==> src/rtl/edit_button_conditioner_if.sv <==
// ============================================================================
// edit_button_conditioner_if: raw buttons and mode selects in, strobes/cursor out
// Rev 1.0
// ============================================================================
`default_nettype none

interface edit_button_conditioner_if;
  logic       btn_up;
  logic       btn_down;
  logic       btn_left;
  logic       btn_right;
  logic       sw;
  logic       stime;
  logic       date;
  logic       timer;
  logic       push_up;
  logic       push_down;
  logic [4:0] counterlr;

  modport master (
    output btn_up, btn_down, btn_left, btn_right, sw, stime, date, timer,
    input  push_up, push_down, counterlr
  );

  modport slave (
    input  btn_up, btn_down, btn_left, btn_right, sw, stime, date, timer,
    output push_up, push_down, counterlr
  );
endinterface

`default_nettype wire

==> src/rtl/edit_button_conditioner.sv <==
// ============================================================================
// edit_button_conditioner: button sync/debounce, up/down auto-repeat, field cursor
// Rev 1.0
// ============================================================================
`default_nettype none

module edit_button_conditioner #(
  parameter int DEBOUNCE_CYCLES = 500000,
  parameter int HOLD_CYCLES     = 50000000,
  parameter int REPEAT_CYCLES   = 10000000
) (
  input  logic                     clk,
  input  logic                     swreset_n,
  edit_button_conditioner_if.slave bus
);

  localparam int DW   = $clog2(DEBOUNCE_CYCLES + 1);
  localparam int TMAX = (HOLD_CYCLES > REPEAT_CYCLES) ? HOLD_CYCLES : REPEAT_CYCLES;
  localparam int TW   = $clog2(TMAX + 1);

  localparam logic [DW-1:0] DEB_LAST  = DW'(DEBOUNCE_CYCLES - 1);
  localparam logic [TW-1:0] HOLD_LAST = TW'(HOLD_CYCLES - 1);
  localparam logic [TW-1:0] REP_LAST  = TW'(REPEAT_CYCLES - 1);

  typedef enum logic [1:0] {
    MODE_NONE  = 2'd0,
    MODE_STIME = 2'd1,
    MODE_DATE  = 2'd2,
    MODE_TIMER = 2'd3
  } mode_t;

  typedef enum logic [2:0] {
    S_IDLE    = 3'd0,
    S_HOLD_UP = 3'd1,
    S_HOLD_DN = 3'd2,
    S_REP_UP  = 3'd3,
    S_REP_DN  = 3'd4
  } state_t;

  // Button index order: 0 up, 1 down, 2 left, 3 right.
  logic [3:0] raw;
  logic [3:0] sync_lvl;
  logic [3:0] deb;
  logic [3:0] deb_d;
  logic [3:0] armed;
  logic [3:0] rise;

  assign raw = {bus.btn_right, bus.btn_left, bus.btn_down, bus.btn_up};

  for (genvar i = 0; i < 4; i++) begin : g_btn
    logic          s1;
    logic          s2;
    logic          lvl;
    logic [DW-1:0] cnt;

    always_ff @(posedge clk or negedge swreset_n) begin
      if (!swreset_n) begin
        s1  <= 1'b0;
        s2  <= 1'b0;
        lvl <= 1'b0;
        cnt <= '0;
      end else begin
        s1 <= raw[i];
        s2 <= s1;
        if (s2 != lvl) begin
          if (cnt == DEB_LAST) begin
            lvl <= ~lvl;
            cnt <= '0;
          end else begin
            cnt <= cnt + DW'(1);
          end
        end else begin
          cnt <= '0;
        end
      end
    end

    assign sync_lvl[i] = s2;
    assign deb[i]      = lvl;
  end

  assign rise = deb & ~deb_d & armed;

  mode_t         mode_sel;
  mode_t         mode_q;
  mode_t         mode_act;
  state_t        state;
  logic [TW-1:0] tcnt;
  logic          up_strobe;
  logic          down_strobe;
  logic [4:0]    cursor;
  logic [4:0]    lo;
  logic [4:0]    hi;
  logic          owner_up;
  logic          owner_held;
  logic          in_hold;

  always_comb begin
    mode_sel = MODE_NONE;
    if (bus.sw) begin
      if (bus.stime)      mode_sel = MODE_STIME;
      else if (bus.date)  mode_sel = MODE_DATE;
      else if (bus.timer) mode_sel = MODE_TIMER;
    end
    lo         = (mode_q == MODE_DATE) ? 5'd4 : 5'd1;
    hi         = lo + 5'd2;
    owner_up   = (state == S_HOLD_UP) || (state == S_REP_UP);
    in_hold    = (state == S_HOLD_UP) || (state == S_HOLD_DN);
    owner_held = owner_up ? deb[0] : deb[1];
  end

  // mode_q samples the selects; a mismatch with mode_act marks a mode change.
  always_ff @(posedge clk or negedge swreset_n) begin
    if (!swreset_n) begin
      deb_d       <= '0;
      armed       <= '1;
      mode_q      <= MODE_NONE;
      mode_act    <= MODE_NONE;
      state       <= S_IDLE;
      tcnt        <= '0;
      up_strobe   <= 1'b0;
      down_strobe <= 1'b0;
      cursor      <= '0;
    end else begin
      deb_d       <= deb;
      mode_q      <= mode_sel;
      mode_act    <= mode_q;
      up_strobe   <= 1'b0;
      down_strobe <= 1'b0;
      armed       <= armed | ~(deb | sync_lvl);

      if (mode_q != mode_act) begin
        armed  <= '0;
        cursor <= (mode_q == MODE_NONE) ? 5'd0 : lo;
        state  <= S_IDLE;
        tcnt   <= '0;
      end else if (mode_q == MODE_NONE) begin
        cursor <= '0;
        state  <= S_IDLE;
        tcnt   <= '0;
      end else begin
        if (rise[3] && !rise[2])
          cursor <= (cursor == hi) ? lo : cursor + 5'd1;
        else if (rise[2] && !rise[3])
          cursor <= (cursor == lo) ? hi : cursor - 5'd1;

        case (state)
          S_IDLE: begin
            tcnt <= '0;
            if (rise[0] && !rise[1]) begin
              up_strobe <= 1'b1;
              state     <= S_HOLD_UP;
            end else if (rise[1] && !rise[0]) begin
              down_strobe <= 1'b1;
              state       <= S_HOLD_DN;
            end
          end
          S_HOLD_UP, S_HOLD_DN, S_REP_UP, S_REP_DN: begin
            if (!owner_held) begin
              state <= S_IDLE;
              tcnt  <= '0;
            end else if (tcnt == (in_hold ? HOLD_LAST : REP_LAST)) begin
              tcnt <= '0;
              if (owner_up) up_strobe   <= 1'b1;
              else          down_strobe <= 1'b1;
              if (in_hold) state <= owner_up ? S_REP_UP : S_REP_DN;
            end else begin
              tcnt <= tcnt + TW'(1);
            end
          end
          default: state <= S_IDLE;
        endcase
      end
    end
  end

  assign bus.push_up   = up_strobe;
  assign bus.push_down = down_strobe;
  assign bus.counterlr = cursor;

endmodule

`default_nettype wire

==> src/flat_wrapper.sv <==
// flat-port wrapper written by rule: the top's interface ports become plain ports
module edit_button_conditioner_flat 
#(
  parameter int DEBOUNCE_CYCLES = 500000,
  parameter int HOLD_CYCLES     = 50000000,
  parameter int REPEAT_CYCLES   = 10000000
)
  (clk, swreset_n, bus_btn_up, bus_btn_down, bus_btn_left, bus_btn_right, bus_sw, bus_stime, bus_date, bus_timer, bus_push_up, bus_push_down, bus_counterlr);
  edit_button_conditioner_if bus_i ();
  input  logic clk;
  input  logic swreset_n;
  input wire logic [$bits(bus_i.btn_up)-1:0] bus_btn_up;
  input wire logic [$bits(bus_i.btn_down)-1:0] bus_btn_down;
  input wire logic [$bits(bus_i.btn_left)-1:0] bus_btn_left;
  input wire logic [$bits(bus_i.btn_right)-1:0] bus_btn_right;
  input wire logic [$bits(bus_i.sw)-1:0] bus_sw;
  input wire logic [$bits(bus_i.stime)-1:0] bus_stime;
  input wire logic [$bits(bus_i.date)-1:0] bus_date;
  input wire logic [$bits(bus_i.timer)-1:0] bus_timer;
  output wire logic [$bits(bus_i.push_up)-1:0] bus_push_up;
  output wire logic [$bits(bus_i.push_down)-1:0] bus_push_down;
  output wire logic [$bits(bus_i.counterlr)-1:0] bus_counterlr;
  assign bus_i.btn_up = bus_btn_up;
  assign bus_i.btn_down = bus_btn_down;
  assign bus_i.btn_left = bus_btn_left;
  assign bus_i.btn_right = bus_btn_right;
  assign bus_i.sw = bus_sw;
  assign bus_i.stime = bus_stime;
  assign bus_i.date = bus_date;
  assign bus_i.timer = bus_timer;
  assign bus_push_up = bus_i.push_up;
  assign bus_push_down = bus_i.push_down;
  assign bus_counterlr = bus_i.counterlr;
  edit_button_conditioner #(.DEBOUNCE_CYCLES(DEBOUNCE_CYCLES), .HOLD_CYCLES(HOLD_CYCLES), .REPEAT_CYCLES(REPEAT_CYCLES)) u_core (.clk(clk), .swreset_n(swreset_n), .bus(bus_i));
endmodule
==> config.mk <==
export PLATFORM = sky130hd
export DESIGN_NAME = edit_button_conditioner_flat
export DESIGN_NICKNAME = d
export VERILOG_FILES = /design/src/rtl/edit_button_conditioner_if.sv /design/src/rtl/edit_button_conditioner.sv /design/src/flat_wrapper.sv
export SDC_FILE = /design/constraint.sdc
export NUM_CORES = 1
export LEC_CHECK = 0
export BUFFER_PORTS_ARGS = -buffer_cell sky130_fd_sc_hd__buf_2
export CAP_MARGIN = 20
export CORE_ASPECT_RATIO = 0.6
export CORE_MARGIN = 1.5
export CORE_UTILIZATION = 55
export DETAILED_ROUTE_END_ITERATION = 12
export HOLD_SLACK_MARGIN = 0.12
export PLACE_DENSITY = 0.72
export SYNTH_ARGS = -nofsm -noshare
export SYNTH_HDL_FRONTEND = slang
export SYNTH_SLANG_ARGS = --single-unit
export TNS_END_PERCENT = 100
==> constraint.sdc <==
create_clock -name clk -period 5.4 [get_ports clk]
set_input_delay 0.81 -clock clk [delete_from_list [all_inputs] [get_ports clk]]
set_output_delay 0.81 -clock clk [all_outputs]
set_load 0.005 [all_outputs]
## Word-level counts from Yosys, hierarchy flattened

Index checks and enable logic that the tools add are counted.

| word-level totals | value |
|---|---|
| output and inout bits | 7 |
| input bits | 10 |
| logic and storage cells | 135 |
| register bits after elaboration | 136 |

| cells by class | value |
|---|---|
| reductions and logical operators | 20 |
| muxes and demuxes | 52 |
| eq/ne operators | 20 |
| bitwise logic cells | 10 |
| add/subtract/negate cells | 8 |

Operator list:

| kind | count |
|---|---|
| $mux 19 | 8 |
| $mux 26 | 5 |
| $add 19x1->19 const B | 4 |
| $eq 19x19->1 const B | 4 |
| $pmux 26 s2 | 1 |
| $mux 5 | 7 |
| $mux 3 | 9 |
| $add 26x1->26 const B | 1 |
| $eq 26x26->1 | 1 |
| $mux 1 | 14 |
| $eq 5x5->1 | 2 |
| $ne 5x5->1 const B | 2 |
| $and 4x4->4 | 2 |
| $mux 2 | 4 |
| $not 4->4 | 2 |
| $or 4x4->4 | 2 |
| $reduce_and 2->1 | 4 |
| $reduce_bool 4->1 | 2 |
| $eq 3x2->1 const B | 2 |
| $pmux 3 s2 | 1 |
| $add 5x1->5 const B | 1 |
| $add 5x2->5 const B | 1 |
| $ne 5x1->1 const B | 1 |
| $sub 5x1->5 const B | 1 |
| other kinds (15) | 29 |

## Logic depth before layout (Yosys ltp)

Gate-level depths: netlist of the first run.

| depth | value |
|---|---|
| depth after elaboration | 10 |
| gate-level depth with buffers | 9 |
| depth with buffers taken out | 8 |

## Worst setup path before layout of the first run

Ideal clock, no wire load.

| path | value |
|---|---|
| path type | reg-to-reg |
| start | register u_core.tcnt[9] |
| end | register u_core.tcnt[6] |
| slack | 3409 ps |
| stages on the path, launching flop included | 8 |
| buffers on the path | 1 |
| data arrival time | 1873 ps |
| clock period less this slack | 1991 ps |
| data required time | 5281 ps |
| library setup time | 119 ps |
| cell sequence | dfrtp_1 nand4bb_1 or4_1 a211o_1 o211a_4 nor2_8 buf_6 nor2_1 |

| between the ends | value |
|---|---|
| longest elaborated chain between the ends | 6 |

RTL lines:

| item | RTL line | source |
|---|---|---|
| from (decl) | edit_button_conditioner.sv:88 | `logic [TW-1:0] tcnt;` |
| from (signal assigned) | edit_button_conditioner.sv:168 | `tcnt <= tcnt + TW'(1);` |
| $eq 26x26->1 | edit_button_conditioner.sv:162 | `end else if (tcnt == (in_hold ? HOLD_LAST : REP_LAST)) begin` |
| $mux 26 | edit_button_conditioner.sv:162 |  |
| $mux 26 | edit_button_conditioner.sv:159 | `if (!owner_held) begin` |
| $pmux 26 s2 | edit_button_conditioner.sv:147 | `case (state)` |
| $mux 26 | edit_button_conditioner.sv:137 | `end else if (mode_q == MODE_NONE) begin` |
| $mux 26 | edit_button_conditioner.sv:132 | `if (mode_q != mode_act) begin` |

Every way passes these cells.
A chain may end at the register's enable or synchronous reset.

## Final worst setup path of the first run

| path | value |
|---|---|
| start | register u_core.mode_q[0] |
| end | register u_core.tcnt[6] |

| between the ends | value |
|---|---|
| longest elaborated chain between the ends | 3 |
| elaborated cells between the ends (all ways) | 5 |
| those cells by class | eq/ne: 1; mux: 2; reduce/logical: 2 |

RTL lines:

| item | RTL line | source |
|---|---|---|
| from (decl) | edit_button_conditioner.sv:85 | `mode_t mode_q;` |
| from (signal assigned) | edit_button_conditioner.sv:126 | `mode_q <= mode_sel;` |
| $logic_not 2->1 | edit_button_conditioner.sv:137 |  |
| $mux 26 | edit_button_conditioner.sv:137 |  |
| $mux 26 | edit_button_conditioner.sv:132 |  |

Several ways; a longest one is shown, not always the timed one.

==> reports/metrics.csv, run 1 <==
metric,value,unit
critical hold path startpoint,u_core.g_btn[3].s1$_DFF_PN0_,
area of the die,12800,um^2
Worst Max-Slew Pin Slew,868,ps
most area-hungry cell type in the Yosys netlist,sky130_fd_sc_hd__dfrtp_1,
antenna-violating nets left,0,
vias per cell,5.61,
Layout Area Growth over Synthesis,13.0,%
Hold Slack,349,ps
Die H,88.1,um
master of the slowest instance on the critical path,sky130_fd_sc_hd__a21oi_1,
footprint of the multi-input gates,3070,um^2
Area contributors post-synth,"sky130_fd_sc_hd__dfrtp_1 50%, sky130_fd_sc_hd__nor2_1 7.2%, sky130_fd_sc_hd__xor2_1 6.9%",
clock tree from TritonCTS,done,
run status,completed,
routability cong.,0.831,
reg-to-reg critical path endpoint,u_core.tcnt[6]$_DFFE_PN0P_,
WHS Endpoint,u_core.g_btn[3].s2$_DFF_PN0_,
number of instances on the worst hold path,0,
CP cell instances,xnor2_1 > a31o_2 > a21oi_1 > and4_1 > xnor2_1 > nor2_1,
crit path kind,reg -> reg,
"buffers from clock root to sink, at most",2,
register area share after synthesis,51.3,%
Synth cell types,55,
Post-CTS Setup Bufs,0,
register bit count reported by yosys,136,
Reg2Reg Depth,6,
P per Cell Area,323,nW/um^2
CTS Root Cell,sky130_fd_sc_hd__clkbuf_16,
Post-Route Skew,8.31,ps
die boundary width,145,um
overall power,2.43,mW
Pre-antenna DRT Iters,5,
number of antenna violations at the first check in global routing,0,
fmax,0.440,GHz
"reg-to-reg slack, setup",3130,ps
Leak Pwr,3.27,nW
Std-Cell Rows,30,
Reg2Reg Launch Point,u_core.mode_q[0]$_DFF_PN0_,
Sinks on Clock Net,136,
WL per Instance,15.2,um
antenna diode count,0,
count of final hold-check violations,0,
netlist area before placement,6640,um^2
wire length of the first global-routing pass,22.1,mm
share of final-layout standard cells stronger than drive strength 1,8.79,%
buffers added on ports,16,
setup repair after global routing missed its margin,no,
max-slew headroom at the worst pin,42.2,%
overall routing resource usage,22.4,%
Syn Nets,695,
Final Max Slew Viols,0,
H-tree lvl count,4,
final net count,716,
total CTS buffers,17,
synthesized area per cell,9.90,um^2
Critical Path Source Type,register,
data required time at the worst endpoint,5690,ps
fin crit period,2270,ps
detailed-route via count,4854,
Max-cap violations,0,
DRC violation total after the first TritonRoute iteration,355,
Util after Layout,65.1,%
fraction of registers with async set or reset after synthesis,100,%
post-CTS clock slew at the launch and capture registers of the worst setup and hold paths,60,ps
worst stage delay on the critical path,700,ps
setup TNS,0,ps
number of placed I/O pins,17,
Core Box Area,11500,um^2
maximum number of pins on one net before global-route repair,88,
fin crit share,42.1,%
final setup violation count,0,
Seq. cell area,3410,um^2
global route overflow,0,
number of warnings issued by yosys,0,
maximum fanout along the worst path,11,
hpwl dp,8.61,mm
Mapped Cells,671,
path length in cells of the critical path,6,
CP Buf/Inv Count,0,
hold-fix buffers at CTS,0,
via count of the first global-routing pass,4587,
DRC Markers,0,
Most used DFF post-synth,sky130_fd_sc_hd__dfrtp_1,
Max VDD drop,0.216,mV
count of filler cells inserted in the layout,896,
number of synthesized flops with an enable pin,0,
Crit path max-delay family,compound AO/OA/AOI/OAI gates,
"Data arrival, critical path",2560,ps
kind of end point of the critical path,register,
share of the synthesized area in the top cell type,49.7,%
clk_lat worst skew,410,ps
post-detailed-routing wire length,13.2,mm
CP dominant cell by count,sky130_fd_sc_hd__xnor2_1,
class of the most critical hold timing path,reg -> reg,
initial standard-cell utilization of the core,57.6,%
number of gates resized after CTS,0,
## worst max-delay path by stage
stage,start,to,slack (ps)
floorplan,u_core.tcnt[9]$_DFFE_PN0P_,u_core.tcnt[6]$_DFFE_PN0P_,3410
global placement,u_core.mode_q[0]$_DFF_PN0_,u_core.tcnt[6]$_DFFE_PN0P_,3220
detailed placement,u_core.mode_q[0]$_DFF_PN0_,u_core.tcnt[6]$_DFFE_PN0P_,3150
CTS,u_core.mode_q[0]$_DFF_PN0_,u_core.tcnt[6]$_DFFE_PN0P_,3160
global route,u_core.mode_q[0]$_DFF_PN0_,u_core.tcnt[6]$_DFFE_PN0P_,3000
finish,u_core.mode_q[0]$_DFF_PN0_,u_core.tcnt[6]$_DFFE_PN0P_,3130
## registers in the layout (all words and copies together), names as in the netlist
register,cells
u_core.g_btn.cnt,76
u_core.tcnt,26
u_core.bus.counterlr,5
u_core.armed,4
u_core.deb_d,4
u_core.g_btn.lvl,4
u_core.g_btn.s1,4
u_core.g_btn.s2,4
u_core.state,3
u_core.mode_act,2
u_core.mode_q,2
u_core.bus.push_down,1
u_core.bus.push_up,1
## layer usage
layer | global-route usage (%) | up-vias | wire [um]
met3 | 5.47 | 23 | 717
li1 | - | 2314 | -
met2 | 33.0 | 140 | 5730
met1 | 32.9 | 2377 | 6560
met5 | 0 | - | 0
met4 | 6.70 | 0 | 148
## where the power goes
group          switching (mW)  leakage (nW)  internal, mW  total [mW]
logic                  0.0645          1.11        0.0329      0.0974
registers              0.0198          1.85          1.04        1.06
clock network           0.437         0.310         0.831        1.27
## through the flow
step | area (um^2) | worst slack, ps | cells
2_1_floorplan | 6640 | 3410 | 671
3_3_place_gp | 6860 | 3220 | 832
3_5_place_dp | 6860 | 3150 | 832
4_1_cts | 7500 | 3160 | 864
5_1_grt | 7510 | 3000 | 865
6_report | 7510 | 3130 | 865
## worst reg2reg max path: cells and delay by family (launching register included)
family          cells  cell delay, ps
xor+xnor            2             300
simple gates        2             370
compound gates      2            1050
flops               1             430
## cells by family after synthesis
family	count (synthesis)	share of synthesized area [%]
fa+ha+maj	14	2.64
mux	2	0.320
simple gates	336	25.2
flops	136	51.3
xor+xnor	103	13.6
buf+inv	38	2.45
compound gates	42	4.47
## synthesized netlist by cell type, types with 12 or more instances
| library cell | instances |
|---|---|
| sky130_fd_sc_hd__ha_1 | 14 |
| sky130_fd_sc_hd__nand3_1 | 47 |
| sky130_fd_sc_hd__and2_1 | 14 |
| sky130_fd_sc_hd__xnor2_1 | 51 |
| sky130_fd_sc_hd__nand2_1 | 44 |
| sky130_fd_sc_hd__dfrtp_1 | 132 |
| sky130_fd_sc_hd__xor2_1 | 52 |
| sky130_fd_sc_hd__and3_1 | 22 |
| sky130_fd_sc_hd__nand4_1 | 17 |
| sky130_fd_sc_hd__nor2_1 | 128 |
| sky130_fd_sc_hd__nor3_1 | 12 |
| sky130_fd_sc_hd__inv_1 | 22 |
## area by class of cell
type / count / area share, %
clock buffers: 20 / 5.95
clock inverters: 12 / 2.63
inverters: 22 / 1.10
multi-input cells: 497 / 40.9
flip-flops and latches: 136 / 45.4
well taps: 160 / 2.67
repair buffers: 18 / 1.35
## cells in the final DEF (no fill, tap or decap), types with 9 or more instances in the layout
| cell | netlist | final |
|---|---|---|
| sky130_fd_sc_hd__and3_1 | 22 | 22 |
| sky130_fd_sc_hd__xnor2_1 | 51 | 51 |
| sky130_fd_sc_hd__and4_1 | 9 | 9 |
| sky130_fd_sc_hd__dfrtp_1 | 132 | 132 |
| sky130_fd_sc_hd__clkbuf_16 | 0 | 17 |
| sky130_fd_sc_hd__ha_1 | 14 | 14 |
| sky130_fd_sc_hd__a21oi_1 | 9 | 9 |
| sky130_fd_sc_hd__buf_2 | 4 | 15 |
| sky130_fd_sc_hd__inv_1 | 22 | 22 |
| sky130_fd_sc_hd__xor2_1 | 52 | 52 |
| sky130_fd_sc_hd__nor4_1 | 10 | 10 |
| sky130_fd_sc_hd__and2_1 | 14 | 14 |
| sky130_fd_sc_hd__nand4_1 | 17 | 17 |
| sky130_fd_sc_hd__nand3_1 | 47 | 47 |
| sky130_fd_sc_hd__nor2_1 | 128 | 128 |
| sky130_fd_sc_hd__nand2_1 | 44 | 44 |
| sky130_fd_sc_hd__nor3_1 | 12 | 12 |
Power figures use the tool's default switching activity.
==> inputs of run 2 (changes only) <==
==> constraint.sdc (replaced) <==
create_clock -name clk -period 2.3 [get_ports clk]
set_input_delay 0.345 -clock clk [delete_from_list [all_inputs] [get_ports clk]]
set_output_delay 0.345 -clock clk [all_outputs]
set_load 0.005 [all_outputs]
==> reports/metrics.csv, run 2 (same netlist as run 1, synthesis figures left out) <==
metric,value,unit,change
antenna diode count,0,,unchanged
buffers added on ports,16,,unchanged
most used cells in the layout excluding fill and tap cells,"132 x sky130_fd_sc_hd__dfrtp_1, 128 x sky130_fd_sc_hd__nor2_1, 52 x sky130_fd_sc_hd__xor2_1",,
DRC violation total after the first TritonRoute iteration,382,,+7.6%
"buffers from clock root to sink, at most",2,,unchanged
fmax,0.462,GHz,+5.1%
Layout Area Growth over Synthesis,16.3,%,
antenna-violating nets left,0,,unchanged
"Data arrival, critical path",2460,ps,-100 ps
clock tree from TritonCTS,done,,
setup repair after global routing missed its margin,no,,
final net count,736,,+2.8%
worst stage delay on the critical path,690,ps,about the same
Worst Max-Slew Pin Slew,893,ps,+25.2 ps
number of gates resized after CTS,0,,unchanged
area of the die,12800,um^2,unchanged
Leak Pwr,3.39,nW,+3.6%
maximum fanout along the worst path,11,,unchanged
critical hold path startpoint,bus_sw,,
WL per Instance,14.8,um,-2.6%
max-slew headroom at the worst pin,40.5,%,-1.7 points
overall routing resource usage,22.7,%,+0.32 points
share of final-layout standard cells stronger than drive strength 1,10.4,%,+1.6 points
die boundary width,145,um,unchanged
overall power,5.77,mW,+140%
post-CTS clock slew at the launch and capture registers of the worst setup and hold paths,60,ps,about the same
hpwl dp,8.63,mm,+0.30%
Core Box Area,11500,um^2,unchanged
fin crit period,2160,ps,-110 ps
wire length of the first global-routing pass,22.5,mm,+1.8%
flip-flop count of the largest register after layout,76,,unchanged
vias per cell,5.54,,-1.3%
count of final hold-check violations,0,,unchanged
Sinks on Clock Net,136,,unchanged
H-tree lvl count,4,,unchanged
total CTS buffers,17,,unchanged
global route overflow,0,,unchanged
data required time at the worst endpoint,2600,ps,-3090 ps
Hold Slack,182,ps,-166 ps
Max-cap violations,0,,unchanged
post-detailed-routing wire length,13.1,mm,-0.50%
number of antenna violations at the first check in global routing,0,,unchanged
timing startpoint of the critical path,u_core.mode_q[0]$_DFF_PN0_,,
register containing the most flip-flops in the final layout,u_core.g_btn.cnt,,
Reg2Reg Launch Point,u_core.mode_q[0]$_DFF_PN0_,,
count of filler cells inserted in the layout,867,,-3.2%
maximum number of pins on one net before global-route repair,54,,-39%
CTS Root Cell,sky130_fd_sc_hd__clkbuf_16,,
DRC Markers,0,,unchanged
via count of the first global-routing pass,4670,,+1.8%
most common library cell in the layout ignoring fill and taps,sky130_fd_sc_hd__dfrtp_1,,
routability cong.,0.859,,+3.4%
final setup violation count,0,,unchanged
master of the slowest instance on the critical path,sky130_fd_sc_hd__a21oi_1,,
P per Cell Area,747,nW/um^2,+130%
class of the most critical hold timing path,in -> reg,,
kind of end point of the critical path,register,,
Std-Cell Rows,30,,unchanged
Max VDD drop,0.462,mV,+110%
run status,completed,,
number of placed I/O pins,17,,unchanged
Die H,88.1,um,unchanged
initial standard-cell utilization of the core,57.6,%,unchanged
crit path kind,reg -> reg,,
fin crit share,94.0,%,+52 points
"reg-to-reg slack, setup",140,ps,-2990 ps
Critical Path Source Type,register,,
Pre-antenna DRT Iters,5,,unchanged
setup TNS,0,ps,unchanged
clk_lat worst skew,410,ps,about the same
Final Max Slew Viols,0,,unchanged
detailed-route via count,4897,,+0.89%
CP cell instances,xnor2_1 > a31o_2 > a21oi_1 > nand3_1 > xor2_1 > nor2_1,,
Post-Route Skew,5.83,ps,-2.48 ps
[run 2: timing repair]
item | in CTS | in global routing
hold endpoints to repair | 55 | 0
endpoints found under the setup margin | 0 | 23
hold buffers | 6 | 0
setup buffers | 0 | 1
[run 2: report_power, final]
| group | internal (mW) | switching (mW) | total, mW |
|---|---|---|---|
| Clock | 2.06 | 0.972 | 3.03 |
| Combinational | 0.0928 | 0.148 | 0.241 |
| Sequential | 2.44 | 0.0466 | 2.49 |
[run 2: final timing paths]
kind,end,cells past startpoint
worst min-delay path,u_core.mode_q[0]$_DFF_PN0_,2
min in group asynchronous,u_core.g_btn[2].cnt[16]$_DFF_PN0_,2
worst max-delay path,u_core.tcnt[24]$_DFFE_PN0P_,6
worst min register to register,u_core.g_btn[0].s2$_DFF_PN0_,0
worst max register to register,u_core.tcnt[24]$_DFFE_PN0P_,6
max in group asynchronous,u_core.armed[1]$_DFF_PN1_,3
[run 2: critical path, delay by kind of cell (launching register included)]
| kind | cells | cell delay, ps |
|---|---|---|
| AO/OA/AOI/OAI | 2 | 960 |
| XOR/XNOR | 2 | 380 |
| flip-flops | 1 | 430 |
| AND/OR/NAND/NOR | 2 | 280 |
[run 2: stage by stage]
stage,instances,cell area (um^2),setup slack [ps],util (%)
final,884,7720,137,67.0
after global routing,884,7720,22.0,67.0
after CTS,882,7690,83.5,66.7
after detailed placement,845,6970,97.7,60.4
after global placement,845,6970,159,60.4
after floorplan,671,6640,309,-
[run 2: area by class of cell]
cell class              instances  area, um^2  share of cell area [%]
multi-input cells             498        3080                    39.9
clock inverters                 7         163                    2.11
inverters                      22        82.6                    1.07
clock buffers                  24         502                    6.50
flip-flops and latches        136        3410                    44.1
repair buffers                 37         284                    3.68
well taps                     160         200                    2.59
[run 2: routing by layer]
metal	GRT usage (%)	wire length [um]	up-vias	part of all wire (%)
met5	0	0	-	0
met3	4.81	662	28	5.1
met1	33.2	6520	2386	50
met2	33.4	5690	123	43
li1	-	-	2360	-
met4	8.63	221	0	1.7
